`src/rtl/wei_burst_sched.sv`:
```
// Round-robin weight burst scheduler: streams cfg_len words per grant
// from the weight buffer to one of 16 PE blocks over valid/ready.
module wei_burst_sched #(
    parameter int PE_BLOCK = 16,
    parameter int DATA_W   = 8,
    parameter int ADDR_W   = 12,
    parameter int LEN_W    = 8
) (
    input  logic                clk,
    input  logic                rst_n,
    input  logic                pull_back,
    input  logic [ADDR_W-1:0]   cfg_base,
    input  logic [LEN_W-1:0]    cfg_len,
    input  logic [PE_BLOCK-1:0] req_all,
    input  logic [PE_BLOCK-1:0] rdy_all,
    output logic                wbuf_rd_en,
    output logic [ADDR_W-1:0]   wbuf_rd_addr,
    input  logic [DATA_W-1:0]   wbuf_rd_data,
    output logic [PE_BLOCK-1:0] wei_val_all,
    output logic [DATA_W-1:0]   wei_data,
    output logic [3:0]          cur_peb,
    output logic                busy,
    output logic                burst_done
);

    typedef enum logic [2:0] {
        S_IDLE, S_ARB, S_RUN, S_DRAIN, S_DONE
    } state_e;

    localparam logic [LEN_W:0] CNT_ONE = 1;

    state_e              state_q, state_d;
    logic [3:0]          last_q, last_d;
    logic [3:0]          cur_q, cur_d;
    logic [LEN_W-1:0]    len_q, len_d;
    logic [LEN_W:0]      iss_q, iss_d;
    logic [LEN_W:0]      dlv_q, dlv_d;
    logic [ADDR_W-1:0]   ptr_q [PE_BLOCK];
    logic [ADDR_W-1:0]   ptr_d [PE_BLOCK];
    logic                init_q, init_d;
    logic                rdv_q, rdv_d;
    logic [DATA_W-1:0]   mem_q [2];
    logic [DATA_W-1:0]   mem_d [2];
    logic                wp_q, wp_d;
    logic                rp_q, rp_d;
    logic [1:0]          cnt_q, cnt_d;

    logic [3:0]          win;
    logic                found;
    logic                pop;
    logic                rd_en;
    logic [1:0]          credits;
    logic [ADDR_W-1:0]   rd_addr;

    // Rotating priority: first requester after the last grant wins.
    always_comb begin
        win   = last_q;
        found = 1'b0;
        for (int i = 1; i <= PE_BLOCK; i++) begin
            if (!found && req_all[last_q + 4'(i)]) begin
                win   = last_q + 4'(i);
                found = 1'b1;
            end
        end
    end

    // A same-cycle pop frees a slot, keeping one word per cycle flowing.
    assign pop     = (cnt_q != 2'd0) && rdy_all[cur_q];
    assign credits = cnt_q + {1'b0, rdv_q};
    assign rd_en   = (state_q == S_RUN) && ((credits < 2'd2) || pop);
    assign rd_addr = ptr_q[cur_q] + ADDR_W'(iss_q);

    always_comb begin
        state_d = state_q;
        last_d  = last_q;
        cur_d   = cur_q;
        len_d   = len_q;
        iss_d   = iss_q;
        dlv_d   = dlv_q;
        ptr_d   = ptr_q;
        init_d  = 1'b0;
        rdv_d   = rd_en;
        mem_d   = mem_q;
        wp_d    = wp_q;
        rp_d    = rp_q;
        cnt_d   = cnt_q + {1'b0, rdv_q} - {1'b0, pop};

        if (rdv_q) begin
            mem_d[wp_q] = wbuf_rd_data;
            wp_d        = ~wp_q;
        end
        if (pop) begin
            rp_d  = ~rp_q;
            dlv_d = dlv_q + CNT_ONE;
        end
        if (rd_en) begin
            iss_d = iss_q + CNT_ONE;
        end
        if (init_q) begin
            for (int i = 0; i < PE_BLOCK; i++) ptr_d[i] = cfg_base;
        end

        unique case (state_q)
            S_IDLE: begin
                if (req_all != '0) state_d = S_ARB;
            end
            S_ARB: begin
                cur_d   = win;
                last_d  = win;
                len_d   = cfg_len;
                iss_d   = '0;
                dlv_d   = '0;
                state_d = (cfg_len == '0) ? S_DONE : S_RUN;
            end
            S_RUN: begin
                if (iss_d == {1'b0, len_q}) state_d = S_DRAIN;
            end
            S_DRAIN: begin
                if (dlv_d == {1'b0, len_q}) state_d = S_DONE;
            end
            S_DONE: begin
                ptr_d[cur_q] = ptr_q[cur_q] + ADDR_W'(len_q);
                state_d      = S_IDLE;
            end
            default: state_d = S_IDLE;
        endcase

        if (pull_back) begin
            state_d = S_IDLE;
            last_d  = 4'hF;
            rdv_d   = 1'b0;
            wp_d    = 1'b0;
            rp_d    = 1'b0;
            cnt_d   = 2'd0;
            for (int i = 0; i < PE_BLOCK; i++) ptr_d[i] = cfg_base;
        end
    end

    always_ff @(posedge clk or negedge rst_n) begin
        if (!rst_n) begin
            state_q <= S_IDLE;
            last_q  <= 4'hF;
            cur_q   <= '0;
            len_q   <= '0;
            iss_q   <= '0;
            dlv_q   <= '0;
            init_q  <= 1'b1;
            rdv_q   <= 1'b0;
            wp_q    <= 1'b0;
            rp_q    <= 1'b0;
            cnt_q   <= '0;
            for (int i = 0; i < PE_BLOCK; i++) ptr_q[i] <= '0;
            for (int i = 0; i < 2; i++) mem_q[i] <= '0;
        end else begin
            state_q <= state_d;
            last_q  <= last_d;
            cur_q   <= cur_d;
            len_q   <= len_d;
            iss_q   <= iss_d;
            dlv_q   <= dlv_d;
            init_q  <= init_d;
            rdv_q   <= rdv_d;
            wp_q    <= wp_d;
            rp_q    <= rp_d;
            cnt_q   <= cnt_d;
            ptr_q   <= ptr_d;
            mem_q   <= mem_d;
        end
    end

    assign wbuf_rd_en   = rd_en;
    assign wbuf_rd_addr = rd_en ? rd_addr : '0;
    assign wei_data     = mem_q[rp_q];
    assign wei_val_all  = (cnt_q != 2'd0)
                        ? ({{(PE_BLOCK-1){1'b0}}, 1'b1} << cur_q)
                        : '0;
    assign cur_peb      = cur_q;
    assign busy         = (state_q != S_IDLE);
    assign burst_done   = (state_q == S_DONE) && !pull_back;

endmodule
```
`config.mk`:
```
export PLATFORM = sky130hd
export DESIGN_NAME = wei_burst_sched
export DESIGN_NICKNAME = d
export VERILOG_FILES = /design/src/rtl/wei_burst_sched.sv
export SDC_FILE = /design/constraint.sdc
export NUM_CORES = 1
export LEC_CHECK = 0
export CAP_MARGIN = 20
export CELL_PAD_IN_SITES_DETAIL_PLACEMENT = 1
export CELL_PAD_IN_SITES_GLOBAL_PLACEMENT = 2
export CORE_MARGIN = 1
export CORE_UTILIZATION = 29
export DETAILED_ROUTE_END_ITERATION = 10
export PLACE_DENSITY_LB_ADDON = 0.1
export SYNTH_ARGS = -nofsm -noshare
export SYNTH_HDL_FRONTEND = slang
export SYNTH_SLANG_ARGS = --single-unit
```
`constraint.sdc`:
```
create_clock -name clk -period 14 [get_ports clk]
set_input_delay 4.2 -clock clk [delete_from_list [all_inputs] [get_ports clk]]
set_output_delay 4.2 -clock clk [all_outputs]
set_load 0.01 [all_outputs]
```
* Word level (Yosys, flattened, before mapping) *
Cells that the tools add are included.

cells by class
  multiply operators = 0
  divide/modulo/power cells = 0
  order comparisons = 23
  equal/unequal tests = 9
  muxes and demuxes = 100
  reductions and logical operators = 46
  bitwise logic cells = 5
  add/sub/neg operators = 21
  shifts and indexed selects = 1

operator list
  operator              number
  $mux 192              3
  $bwmux 192            1
  $lt 4x5->1 const B    17
  $mux 4                18
  $bmux 1 s4            17
  $bmux 12 s4           1
  $demux 12 s4          1
  $mux 12               4
  $mux 1                37
  $mux 9                4
  $add 4x4->4 const B   8
  $mux 8                4
  $logic_and 1x1->1     20
  $add 9x1->9 const B   2
  $eq 9x8->1            2
  $add 4x3->4 const B   4
  $bwmux 16             1
  $logic_not 1->1       16
  $mux 16               1
  $reduce_bool 16->1    1
  $shl 1x4->16 const A  1
  $mux 3                5
  $add 12x8->12         1
  $add 12x9->12         1
  26 further kinds      35

storage, ports and cells
  RAM bits = 0
  output and inout bits = 43
  bits in latches = 0
  memories kept = 0
  word-level logic and storage cells = 234
  register bits after elaboration = 251
  memory bits (read-only) = 0

* Depth between registers and ports, before layout *
Gate-level depths: netlist (run 1).

  depth in word-level cells = 51
  depth in mapped cells = 21

* Worst setup path after synthesis (run 1) *
Ideal clock, no wire load.

  path type = input to output
  from = in rdy_all[15]
  to = out wbuf_rd_addr[10]
  setup slack = 3.860 ns
  buffers on the path = 2
  arrival = 5.940 ns
  stages on the path = 7
  cell sequence = mux4_2 > mux4_2 > o21ai_0 > or2_1 > buf_4 > clkbuf_1 > nor2_1

between the ends
  cells in the longest elaborated chain, start to end = 6

ends and longest elaborated chain
  what                          RTL line  RTL
  start, declared               15        input logic [PE_BLOCK-1:0] rdy_all,
  $bmux 1 s4                    68        assign pop = (cnt_q != 2'd0) && rdy_all[cur_q];
  $mux 1 (not written as such)  68
  $logic_and 1x1->1             68
  $logic_or 1x1->1              70        assign rd_en = (state_q == S_RUN) && ((credits < 2'd2) || pop);
  $logic_and 1x1->1             70
  $mux 12                       172       assign wbuf_rd_addr = rd_en ? rd_addr : '0;
  end, declared                 17        output logic [ADDR_W-1:0] wbuf_rd_addr,

Every way passes these cells. The select of a mux whose other input is x is not followed.

* Final worst setup path (run 1) *
  from = in rdy_all[15]
  to = out wbuf_rd_addr[0]

The elaborated chain is that of the path after synthesis.

==> results of run 1 <==
[sequential cells by signal, summed over array words and instances, names as in the netlist, 3 cells and up]
signal	flops
dlv_q	9
mem_q	16
len_q	8
last_q	4
cur_peb	4
state_q	3
ptr_q	192
iss_q	9
[layer usage]
| metal | part of all wire | wire, µm |
|---|---|---|
| met1 | 0.45 | 29500 |
| met2 | 0.48 | 31100 |
| met3 | 0.038 | 2490 |
| met4 | 0.026 | 1710 |
| met5 | 0 | 0 |
[logic make-up (layout without fill, tap and decap cells)]
logic type                 after synthesis  count (layout)  synth area share
AOI/OAI and AO/OA                      541             541             0.213
xor gates and xnor gates                62              62            0.0344
DFF                                    251             251             0.388
buffers and inverters                  171             239            0.0420
muxes                                  153             153             0.168
and+or+nand+nor                        473             473             0.128
other                                    1               1          0.000231
adders and majority gates               32              32            0.0255
[power by group through the flow]
stage          combinational, W  clock, W  sequential (W)
4_1_cts                 0.00297  0.000985         0.00100
6_report                0.00295  0.000959        0.000998
3_3_place_gp            0.00295         0         0.00101
2_1_floorplan           0.00199         0        0.000909
3_5_place_dp            0.00295         0         0.00101
5_1_grt                 0.00318   0.00101         0.00102
[through the flow]
step | setup WS [ns] | total power [W]
4_1_cts | 2.41 | 0.00495
3_3_place_gp | 2.46 | 0.00396
5_1_grt | 2.27 | 0.00521
6_report | 2.43 | 0.00491
2_1_floorplan | 3.86 | 0.00290
3_5_place_dp | 2.43 | 0.00397
[cell type report]
type / count / area (µm²)
clock buffer: 47 / 961
clock inverter: 15 / 251
fill: 6166 / 36000
inverter: 36 / 135
multi-input combinational: 1262 / 9250
sequential: 251 / 6290
tap: 748 / 936
timing repair buffer: 141 / 1350
[worst paths after layout]
kind,from,endpoint,slack [ns],cells past startpoint
setup / recovery,rdy_all[15],wbuf_rd_addr[0],2.43,8
setup reg to reg,cur_peb[0],ptr_q[46],8.34,15
min in group asynchronous,rst_n,len_q[7],3.61,1
hold / removal,cur_peb[2],cur_peb[2],0.49,1
max in group asynchronous,rst_n,last_q[3],8.28,4
hold reg to reg,cur_peb[2],cur_peb[2],0.49,1
[synthesized netlist by cell type (8+ instances only)]
cell type / number / share of area
dfrtp_1: 246 / 0.38
nand2_1: 243 / 0.056
o21ai_0: 205 / 0.063
a22oi_1: 132 / 0.061
nor2_1: 113 / 0.026
clkbuf_1: 108 / 0.025
mux4_2: 92 / 0.13
a21oi_1: 61 / 0.019
xnor2_1: 38 / 0.021
mux2_2: 37 / 0.026
a32oi_1: 34 / 0.018
inv_1: 33 / 0.0076
ha_1: 29 / 0.022
mux2i_1: 24 / 0.015
nor3_1: 24 / 0.0074
xor2_1: 23 / 0.012
a21o_1: 22 / 0.010
nand3_1: 19 / 0.0059
o31ai_1: 18 / 0.0083
a2bb2oi_1: 17 / 0.0092
nand2b_1: 15 / 0.0058
buf_1: 12 / 0.0028
buf_2: 10 / 0.0031
and3_1: 8 / 0.0031
nor2b_1: 8 / 0.0031
==> summary.txt, run 1 <==
Run status = finished clean
Hold WS = 0.490 ns
Commonest cells after routing, fill and taps aside = dfrtp_1 (244), nand2_1 (243), o21ai_0 (205)
Slowest cell on crit path = or2_1
GRT Overall Usage = 0.230
Postcts setup bufs = 0
Vias per cell = 5.67
Most Crowded Layer GR = met2
Buf/Inv on CP = 3
First-pass GRT wire length = 99.1 mm
Rel. slew slack = 0.288
Max Slew Vio Count = 0
Clock period minus worst slack = 11.57 ns
Post-Syn Area per Cell = 9.62 µm²
RSZ-0062 raised after global routing = false
Horiz. Die Dim = 238 µm
HPWL Detailed = 44.0 mm
Worst setup path class = in -> out
Clock-pin transition on the worst setup and hold timing paths = 0.06 ns
Die footprint = 56,800 µm²
Worst-path fanout max = 20
Routed Wire Length = 64.8 mm
Total number of vias = 14,200
Max frequency = 86.4 MHz
Crit path max-delay family = buffers and inverters
Crit path cell chain = clkdlybuf4s50_1 > mux4_2 > mux4_2 > o21ai_0 > or2_1 > inv_1 > and2_1 > clkdlybuf4s50_1
Syn Std Cell Area = 16,200 µm²
Internal Power = 0.00255 W
Core ar. = 55,200 µm²
#FFs+latches synth = 251
GRT overflow = 0
Initial Util = 0.294
Grt met3 use = 0.0297
CP endpoint kind = primary output
Switching Fraction = 0.481
Htree depth = 2
WP data required = 9.80 ns
Most common cell after layout, fill and taps aside = dfrtp_1
FFs w/ async S/R, synth = 1.00
# IOs = 106
Max Cap Viol = 0
CTS Buf Count = 34
CTS tree = built
Post-CTS Hold Buffers = 0
Detailed Route Iter0 Violations = 980
P&R area growth vs syn = 18.4%
Worst ir drop on vdd = 0.145 mV
Leakage = 7.70 nW
Worst hold path type = reg -> reg
Final hold vios = 0
Setup TNS = 0 ns
Seq/Total Area, Yosys = 0.388
Placed Area = 17,900 µm²
Clock latency on the worst-skew pair = 0.56 ns
Logic pwr share = 0.602
Distinct cell type count after synthesis = 74
DRC errors left = 0
Setup violations, final = 0
Psw = 0.00236 W
Mapped Cells = 1,684
Detail Route Antenna Nets = 0
Worst Skew = 0.0278 ns
Pwr per Cell Area = 256 nW/µm²
Number of synthesized flops with an enable pin = 0
Slew @ Worst Pin = 1.06 ns
Vias in the first global route = 15,000
Placed cell count = 2,437
Largest net degree at the start of global routing = 97
Synthesis warning total = 0
Sequential Power Share = 0.203
Utilization after layout = 0.348
Arr. time, crit path = 7.37 ns
Quantity of I/O buffers inserted on ports = 105
Clk buf depth = 3
Rows = 86
Met1 Resource Use GR = 0.313
Nets@finish = 1,820
Die Y = 238 µm
Grt met2 use = 0.382
Antenna violations before repair = 0
Number of diodes = 0
Clock Sinks = 251
Clk root buf = clkbuf_16
Post-cts resize count = 0
Final GP Congestion = 0.836
Routed length per instance = 25.9 µm
Initial DRT Pass Iterations = 5
Net Count, Synth = 1,778
Finished layout cell area = 19,200 µm²
Fin cells = 2,500
Share of layout cells above drive strength 1 = 0.140
Most common flop cell mapped by yosys = dfrtp_1
Clock power share = 0.195
Crit-path max cell delay = 0.59 ns
Startpoint Class = input port
Final worst-path cycle share = 0.826
No activity file was read; power rests on OpenSTA's default activity.
==> run 2: changes to the inputs <==
clock period = 10.95 ns   (was 14 ns; I/O delays follow)
==> run 2 against run 1 <==
Effect of this change: routed wire length rose by 0.35%; clock power rose by 18%; worst setup slack got worse by 0.84 ns; cell count fell by 0.20%; highest routed layer unchanged; combinational power rose by 28%; sequential power rose by 28%; non-clock buffer count fell by 1.
==> summary.txt, run 2 (same netlist as run 1, synthesis figures left out) <==
Run status = finished clean
Detailed Route Iter0 Violations = 1,130
Rows = 86
Crit path cell chain = clkdlybuf4s50_1 > mux4_2 > mux4_2 > o21ai_0 > or2_1 > inv_1 > and2_1 > clkdlybuf4s50_1
Rel. slew slack = 0.237
Final GP Congestion = 0.832
Startpoint Class = input port
GRT Overall Usage = 0.229
Worst ir drop on vdd = 0.216 mV
HPWL Detailed = 44.2 mm
Crit path max-delay family = buffers and inverters
Leakage = 7.63 nW
Final worst-path cycle share = 0.854
Vias in the first global route = 14,800
Postcts setup bufs = 0
Regs by FF count = ptr_q: 192 flops, mem_q: 16 flops
RSZ-0062 raised after global routing = false
Nets@finish = 1,819
Initial Util = 0.294
Hold WS = 0.499 ns
Routed length per instance = 26.1 µm
Quantity of I/O buffers inserted on ports = 105
Clock latency on the worst-skew pair = 0.56 ns
Clock-pin transition on the worst setup and hold timing paths = 0.05 ns
Crit-path max cell delay = 0.55 ns
Clk root buf = clkbuf_16
Die Y = 238 µm
Final hold vios = 0
Worst setup path class = in -> out
Die footprint = 56,800 µm²
Post-route total power = 0.00619 W
Arr. time, crit path = 6.07 ns
Reg with most FFs = ptr_q
DRC errors left = 0
Commonest cells after routing, fill and taps aside = dfrtp_1 (244), nand2_1 (243), o21ai_0 (205)
Setup violations, final = 0
Placed cell count = 2,437
Worst-path fanout max = 8
P&R area growth vs syn = 17.5%
Share of layout cells above drive strength 1 = 0.136
Slowest cell on crit path = mux4_2
Horiz. Die Dim = 238 µm
Detail Route Antenna Nets = 0
CTS tree = built
CP endpoint kind = primary output
Clock period minus worst slack = 9.35 ns
Routed Wire Length = 65.0 mm
Core ar. = 55,200 µm²
Most common cell after layout, fill and taps aside = dfrtp_1
Htree depth = 2
Clock Sinks = 251
Initial DRT Pass Iterations = 6
First-pass GRT wire length = 98.2 mm
GRT overflow = 0
Worst Skew = 0.0355 ns
Largest register FFs = 192
Total number of vias = 14,200
Worst hold path type = reg -> reg
Clk buf depth = 3
Max Slew Vio Count = 0
Pwr per Cell Area = 325 nW/µm²
Fin cells = 2,495
# IOs = 106
CTS Buf Count = 34
Vias per cell = 5.70
Post-cts resize count = 0
Post-CTS Hold Buffers = 0
Largest net degree at the start of global routing = 101
Antenna violations before repair = 1
Slew @ Worst Pin = 1.14 ns
Buf/Inv on CP = 3
Setup TNS = 0 ns
WP data required = 7.67 ns
Max frequency = 107 MHz
Number of diodes = 0
Max Cap Viol = 0
[run 2: layout make-up]
cell class / count / area, µm²
Multi-Input combinational cell: 1262 / 9250
Inverter: 36 / 135
Fill cell: 6186 / 36200
Clock inverter: 6 / 101
Clock buffer: 52 / 1000
Tap cell: 748 / 936
Sequential cell: 251 / 6290
Timing Repair Buffer: 140 / 1320
[run 2: final timing paths]
check	endpoint	start	cells past startpoint	slack [ns]
max in group asynchronous	ptr_q[80]	rst_n	2	6.79
min in group asynchronous	len_q[7]	rst_n	1	2.67
hold / removal	mem_q[6]	mem_q[6]	1	0.50
setup reg to reg	last_q[3]	last_q[1]	13	5.58
hold reg to reg	mem_q[6]	mem_q[6]	1	0.50
setup / recovery	wbuf_rd_addr[1]	rdy_all[15]	8	1.60
[run 2: metrics by stage]
step	setup slack, ns	cell area (µm²)	utilization
final	1.60	19000	0.345
after global routing	1.46	19000	0.345
after CTS	1.55	19000	0.345
after detailed placement	1.55	17900	0.325
after global placement	1.63	17900	0.325
after floorplan	2.58	16200	-
[run 2: power by group]
part / switching, W / internal, W / leakage, nW
clock: 0.000455 / 0.000678 / 0.534
sequential: 0.000210 / 0.00107 / 3.03
combinational: 0.00235 / 0.00143 / 4.06
total: 0.00302 / 0.00317 / 7.63
[run 2: routing by layer]
layer | vias up | part of all wire | global-route usage
met5 | - | 0 | 0
met4 | 0 | 0.022 | 0.0622
met3 | 65 | 0.039 | 0.0253
met2 | 340 | 0.48 | 0.376
met1 | 7467 | 0.46 | 0.320
li1 | 6357 | - | -
[run 2: worst register-to-register path, stage by stage, from the launching register on]
cell,delay [ns]
dfstp_2,0.51
buf_4,0.38
inv_1,0.35
ha_1,0.85
mux4_2,0.48
mux2_2,0.33
mux2i_1,0.59
nor4b_4,0.47
nand3_4,0.23
nor3_4,0.40
and3_1,0.25
or2b_2,0.18
nor2_1,0.05
a22oi_1,0.21
